<file path="src/rtl/mgt_01_div_scheduler_pkg.sv">
// Shared types and constants for the divide-unit issue/retire scheduler.
package mgt_01_div_scheduler_pkg;

  localparam int unsigned XLEN        = 32;
  localparam int unsigned DIV_LATENCY = 36;
  localparam int unsigned DIV_TAG_W   = 5;

  typedef enum logic [1:0] {
    DIV_  = 2'd0,
    DIVU_ = 2'd1,
    REM_  = 2'd2,
    REMU_ = 2'd3
  } div_ops_e;

  typedef struct packed {
    logic                 valid;
    div_ops_e             ops;
    logic [DIV_TAG_W-1:0] tag;
  } div_tag_s;

  typedef enum logic [1:0] {
    IDLE  = 2'd0,
    RUN   = 2'd1,
    STALL = 2'd2
  } div_sched_state_e;

endpackage

</file>
<file path="src/rtl/mgt_01_div_scheduler_div_tag_pipe.sv">
// Enable-gated shift register of op tags, kept in lockstep with the divider pipeline.
module div_tag_pipe
  import mgt_01_div_scheduler_pkg::*;
#(
  parameter int unsigned DEPTH = DIV_LATENCY
) (
  input  logic     clk_i,
  input  logic     rst_n_i,
  input  logic     en_i,
  input  logic     clr_i,
  input  div_tag_s in_i,
  output div_tag_s tail_o
);

  div_tag_s [DEPTH-1:0] pipe_q;
  div_tag_s [DEPTH-1:0] pipe_d;

  always_comb begin
    pipe_d = pipe_q;
    if (clr_i) begin
      for (int unsigned i = 0; i < DEPTH; i++) begin
        pipe_d[i].valid = 1'b0;
      end
    end else if (en_i) begin
      pipe_d[0] = in_i;
      for (int unsigned i = 1; i < DEPTH; i++) begin
        pipe_d[i] = pipe_q[i-1];
      end
    end
  end

  always_ff @(posedge clk_i or negedge rst_n_i) begin
    if (!rst_n_i) begin
      pipe_q <= '0;
    end else begin
      pipe_q <= pipe_d;
    end
  end

  assign tail_o = pipe_q[DEPTH-1];

endmodule

</file>
<file path="src/rtl/mgt_01_div_scheduler.sv">
// Issue/retire controller for the pipelined divider: tags in-flight ops, selects
// the divider output at retirement and freezes the divider on response back-pressure.
module mgt_01_div_scheduler
  import mgt_01_div_scheduler_pkg::*;
#(
  parameter int unsigned LATENCY      = DIV_LATENCY,
  parameter int unsigned TAG_W        = DIV_TAG_W,
  parameter int unsigned MAX_INFLIGHT = 8
) (
  input  logic             clk_i,
  input  logic             rst_n_i,
  input  logic             req_valid_i,
  output logic             req_ready_o,
  input  div_ops_e         req_ops_i,
  input  logic [TAG_W-1:0] req_tag_i,
  input  logic [XLEN-1:0]  req_dividend_i,
  input  logic [XLEN-1:0]  req_divisor_i,
  input  logic             flush_i,
  output logic             div_clk_en_o,
  output logic [XLEN-1:0]  div_dividend_o,
  output logic [XLEN-1:0]  div_divisor_o,
  output div_ops_e         div_ops_o,
  input  logic [XLEN-1:0]  div_result_i,
  input  logic             div_by_zero_i,
  output logic             rsp_valid_o,
  input  logic             rsp_ready_i,
  output logic [TAG_W-1:0] rsp_tag_o,
  output logic [XLEN-1:0]  rsp_result_o,
  output logic             rsp_div_by_zero_o,
  output logic             busy_o
);

  localparam int unsigned CNT_W = $clog2(MAX_INFLIGHT + 1);
  localparam logic [CNT_W-1:0] MAX_CNT = CNT_W'(MAX_INFLIGHT);

  div_tag_s         stage_in;
  div_tag_s         tail;
  logic             accept;
  logic             retire;
  logic [CNT_W-1:0] count_q, count_d;
  div_ops_e         ops_q, ops_d;
  div_sched_state_e state_q, state_d;

  always_comb begin
    div_clk_en_o = ~(tail.valid & ~rsp_ready_i) | flush_i;
    rsp_valid_o  = tail.valid & ~flush_i;
    retire       = rsp_valid_o & rsp_ready_i;
    req_ready_o  = div_clk_en_o & ~flush_i & ((count_q < MAX_CNT) | retire);
    accept       = req_valid_i & req_ready_o;

    stage_in.valid = accept;
    stage_in.ops   = req_ops_i;
    stage_in.tag   = DIV_TAG_W'(req_tag_i);

    div_dividend_o = req_dividend_i;
    div_divisor_o  = req_divisor_i;

    ops_d             = tail.valid ? tail.ops : ops_q;
    div_ops_o         = ops_d;
    rsp_tag_o         = TAG_W'(tail.tag);
    rsp_result_o      = div_result_i;
    rsp_div_by_zero_o = div_by_zero_i & rsp_valid_o;

    if (flush_i) begin
      count_d = '0;
    end else begin
      count_d = count_q + CNT_W'(accept) - CNT_W'(retire);
    end
  end

  always_comb begin
    state_d = state_q;
    case (state_q)
      IDLE:    if (accept) state_d = RUN;
      RUN: begin
        if (tail.valid & ~rsp_ready_i) state_d = STALL;
        else if (count_d == '0)        state_d = IDLE;
      end
      // Retiring the last op out of a stall returns straight to IDLE so busy tracks the count.
      STALL:   if (rsp_ready_i) state_d = (count_d == '0) ? IDLE : RUN;
      default: state_d = IDLE;
    endcase
    if (flush_i) state_d = IDLE;
    busy_o = (state_q != IDLE);
  end

  always_ff @(posedge clk_i or negedge rst_n_i) begin
    if (!rst_n_i) begin
      count_q <= '0;
      ops_q   <= DIV_;
      state_q <= IDLE;
    end else begin
      count_q <= count_d;
      ops_q   <= ops_d;
      state_q <= state_d;
    end
  end

  div_tag_pipe #(
    .DEPTH (LATENCY)
  ) u_tag_pipe (
    .clk_i   (clk_i),
    .rst_n_i (rst_n_i),
    .en_i    (div_clk_en_o),
    .clr_i   (flush_i),
    .in_i    (stage_in),
    .tail_o  (tail)
  );

endmodule
</file>
<file path="config.mk">
export PLATFORM = sky130hd
export DESIGN_NAME = mgt_01_div_scheduler
export DESIGN_NICKNAME = d
export VERILOG_FILES = /design/src/rtl/mgt_01_div_scheduler_pkg.sv /design/src/rtl/mgt_01_div_scheduler_div_tag_pipe.sv /design/src/rtl/mgt_01_div_scheduler.sv
export SDC_FILE = /design/constraint.sdc
export NUM_CORES = 1
export LEC_CHECK = 0
export ABC_AREA = 1
export CAP_MARGIN = 20
export CORE_ASPECT_RATIO = 1.2
export CORE_MARGIN = 8
export CORE_UTILIZATION = 30
export DETAILED_ROUTE_END_ITERATION = 12
export SLEW_MARGIN = 25
export SYNTH_ARGS = -nofsm -noshare
export SYNTH_HDL_FRONTEND = slang
export SYNTH_SLANG_ARGS = --single-unit
</file>
<file path="constraint.sdc">
create_clock -name clk_i -period 3.1 [get_ports clk_i]
set_input_delay 0.31 -clock clk_i [delete_from_list [all_inputs] [get_ports clk_i]]
set_output_delay 0.31 -clock clk_i [all_outputs]
set_load 0.01 [all_outputs]
</file>
==> summary.txt <==
STA
  • Max Clock Skew: 0.0184 ns
  • Tightest Pin Transition: 0.724 ns
  • Max-slew violations: 0
  • RSZ-0062 raised after global routing: false
  • Period minus WS final: 2.43 ns
  • Rel. slew slack: 51.7%
  • Setup TNS: 0 ns
  • Fin crit share: 78.4%
  • Final setup violation count: 0
  • Hold Vio Cnt, Final: 0
  • Max Freq: 0.412 GHz

GRT
  • Number of global-route vias before repair: 7486
  • Largest net degree at the start of global routing: 253
  • Initial antenna violation count: 0
  • First-pass GRT wire length: 34100 um
  • Global route overflow: 0
  • Total track usage: 8.28%

Worst setup path
  • Crit path largest cell delay: 0.56 ns
  • Data required, critical path: 2.79 ns
  • Critical Path Start Type: register
  • CP top delay family: buffers and inverters
  • Critical path capture point type: output pin
  • Crit path max fanout: 16
  • Crit path arrival time: 2.12 ns
  • Most used cell, CP: nor2_4
  • CP max-delay cell: clkdlybuf4s50_1
  • CP cell instances: inv_2 > nor2_4 > nor2_4 > inv_8 > a21oi_1 > clkdlybuf4s50_1
  • Worst path bufs/invs: 3
  • Kind of critical path: reg -> out

Power
  • Power share of the clock group: 40.7%
  • Total Power: 0.00902 W
  • P_sw: 0.00214 W
  • Cell internal pwr: 0.00688 W
  • Switch share: 23.7%
  • Lkg Pwr: 6.93 nW
  • Power per cell area: 692 nW/um^2
  • Peak supply drop: 0.396 mV
  • Comb power frac: 8.3%
  • Sequential share of power: 51.0%

Route
  • DRT iter0 DRCs: 649
  • Routed wire per std cell: 10.6 um
  • Via Count: 7537
  • Antenna-violating nets left: 0
  • Routed vias/inst: 4.18
  • First-pass detailed-route iteration total: 5
  • Detailed Route WL: 19200 um
  • Detailed-route DRC error count: 0

Clocking
  • Num CTS Buffers: 31
  • Max H-tree Level: 1
  • Clk sinks: 296
  • Clk_lat worst skew: 0.55 ns
  • CTS tree: built
  • Clock root buffer: clkbuf_16
  • Clock-pin transition on the worst setup and hold timing paths: 0.06 ns
  • Worst-case clock buffer depth: 3

Synth
  • Post-synthesis register bit count: 296
  • Mapped cell area: 12000 um^2
  • Sequential area share after synthesis: 61.5%
  • Net Count, Synth: 1455
  • Warnings from Yosys: 0
  • Mapped Avg Cell Area: 8.98 um^2
  • Synth Instances: 1341
  • EDFF count, synth: 0
  • Count of different cell masters after synthesis: 22
  • Main synth FF type: dfrtp_1
  • FFs w/ async S/R, synth: 100%

Hold path
  • Hold/Removal Path Class: in -> reg

Layout
  • Share of layout cells above drive strength 1: 5.05%
  • Area Overhead vs Synth: 8.35%
  • Diodes inserted: 0
  • Number of fill cells: 4137
  • Final #Nets: 1361

Floorplanning
  • Initial Util: 30.4%
  • Row Count: 80
  • Core area: 39600 um^2
  • I/O Pins: 217
  • Die Footprint: 46800 um^2
  • Die H: 235 um
  • Die Wd: 199 um

Status
  • Run status: complete, no violations

Placed design
  • Dpl hpwl: 10500 um
  • IO Port Bufs: 24
  • Final GP Congestion: 0.726

Run
  • Maximum Capacitance Violations: 0
## worst reg2reg max path: cells and delay by family (launching register included)
kind	cells	cell delay (ns)
fa+ha+maj	3	0.83
simple gates	6	0.71
flops	1	0.39
compound gates	1	0.05
buf+inv	4	0.29
## metrics by stage
stage               setup slack, ns  std cells  area [um^2]  hold WS [ns]  util (%)
CTS                           0.614       1800        13000         0.273      32.8
detailed placement            0.432       1745        12000         0.316      30.2
global route                  0.481       1801        13000         0.307      32.9
global placement              0.466       1745        12000         0.313      30.2
finish                        0.671       1801        13000         0.294      32.9
floorplan                     0.835       1341        12000        0.0144         -
## logic make-up after synthesis
logic type,after synthesis,synth area share [%]
AOI/OAI and AO/OA,68,3.22
adders and majority gates,5,0.582
buffers and inverters,232,11.4
DFF,296,61.5
and+or+nand+nor,740,23.3
## layout by cell type (no fill, tap or decap), drive strengths merged
master,count
nor3,2
buf,13
bufinv,3
inv,69
clkdlybuf4s50,23
dlygate4sd3,1
o31ai,1
fa,1
o211ai,1
or2,1
nand2,720
clkinv,4
o22ai,34
clkbuf,46
o21ai,31
a21oi,1
ha,4
nor2,12
nand3,5
dfrtp,296
## power by group through the flow
stage,registers (W),logic [W],clock network (W)
final,0.00460,0.000745,0.00368
after global routing,0.00467,0.000900,0.00394
after CTS,0.00461,0.000767,0.00381
after detailed placement,0.00467,0.000763,0
after global placement,0.00465,0.000732,0
after floorplan,0.00461,0.000684,0
## sequential cells by signal, summed over array words and instances, names as in the netlist
signal,flops
state_q,2
u_tag_pipe.tail_o,8
ops_q,2
count_q,4
u_tag_pipe.pipe_q,280
## path summary, 6_finish.rpt
path / from / end / slack (ns) / cells past startpoint
worst max-delay path: u_tag_pipe.tail_o[7] / req_ready_o / 0.67 / 6
worst min-delay path: req_ops_i[0] / u_tag_pipe.pipe_q[5] / 0.29 / 3
worst max register to register: u_tag_pipe.tail_o[7] / state_q[0] / 0.71 / 14
worst min register to register: u_tag_pipe.pipe_q[235] / u_tag_pipe.pipe_q[235] / 0.47 / 2
max in group asynchronous: rst_n_i / u_tag_pipe.pipe_q[249] / 2.03 / 3
min in group asynchronous: rst_n_i / u_tag_pipe.pipe_q[53] / 0.32 / 2
## final cells by class
class	instances	area [um^2]	share of cell area (%)
Multi-Input combinational cell	813	3260	25.0
Sequential cell	296	7410	56.8
Clock buffer	46	902	6.91
Inverter	68	263	2.01
Clock inverter	8	119	0.911
Tap cell	533	667	5.11
Timing Repair Buffer	37	428	3.28
## synth_stat cells (all sizes together), types with 2 or more instances
cell type	n	area share (%)
nand2	720	22
dfrtp	296	62
buf	160	9.1
inv	68	2.1
o22ai	34	1.8
o21ai	31	1.3
nor2	12	0.50
nand3	5	0.21
clkbuf	4	0.12
ha	4	0.42
nor3	2	0.083
## routing by layer
| layer | up-vias | wire length [um] | track usage (%) |
|---|---|---|---|
| li1 | 3766 | - | - |
| met1 | 3602 | 8900 | 10.4 |
| met2 | 111 | 8620 | 13.4 |
| met3 | 58 | 999 | 2.02 |
| met4 | 0 | 627 | 3.44 |
| met5 | - | 0 | 0 |
## repair_timing
item	in CTS	in global routing
setup endpoints to repair	0	0
buffers inserted	0	0
hold buffers	1	0
resized for setup	0	0
hold endpoints to repair	62	0
No activity file was read; power rests on OpenSTA's default activity.
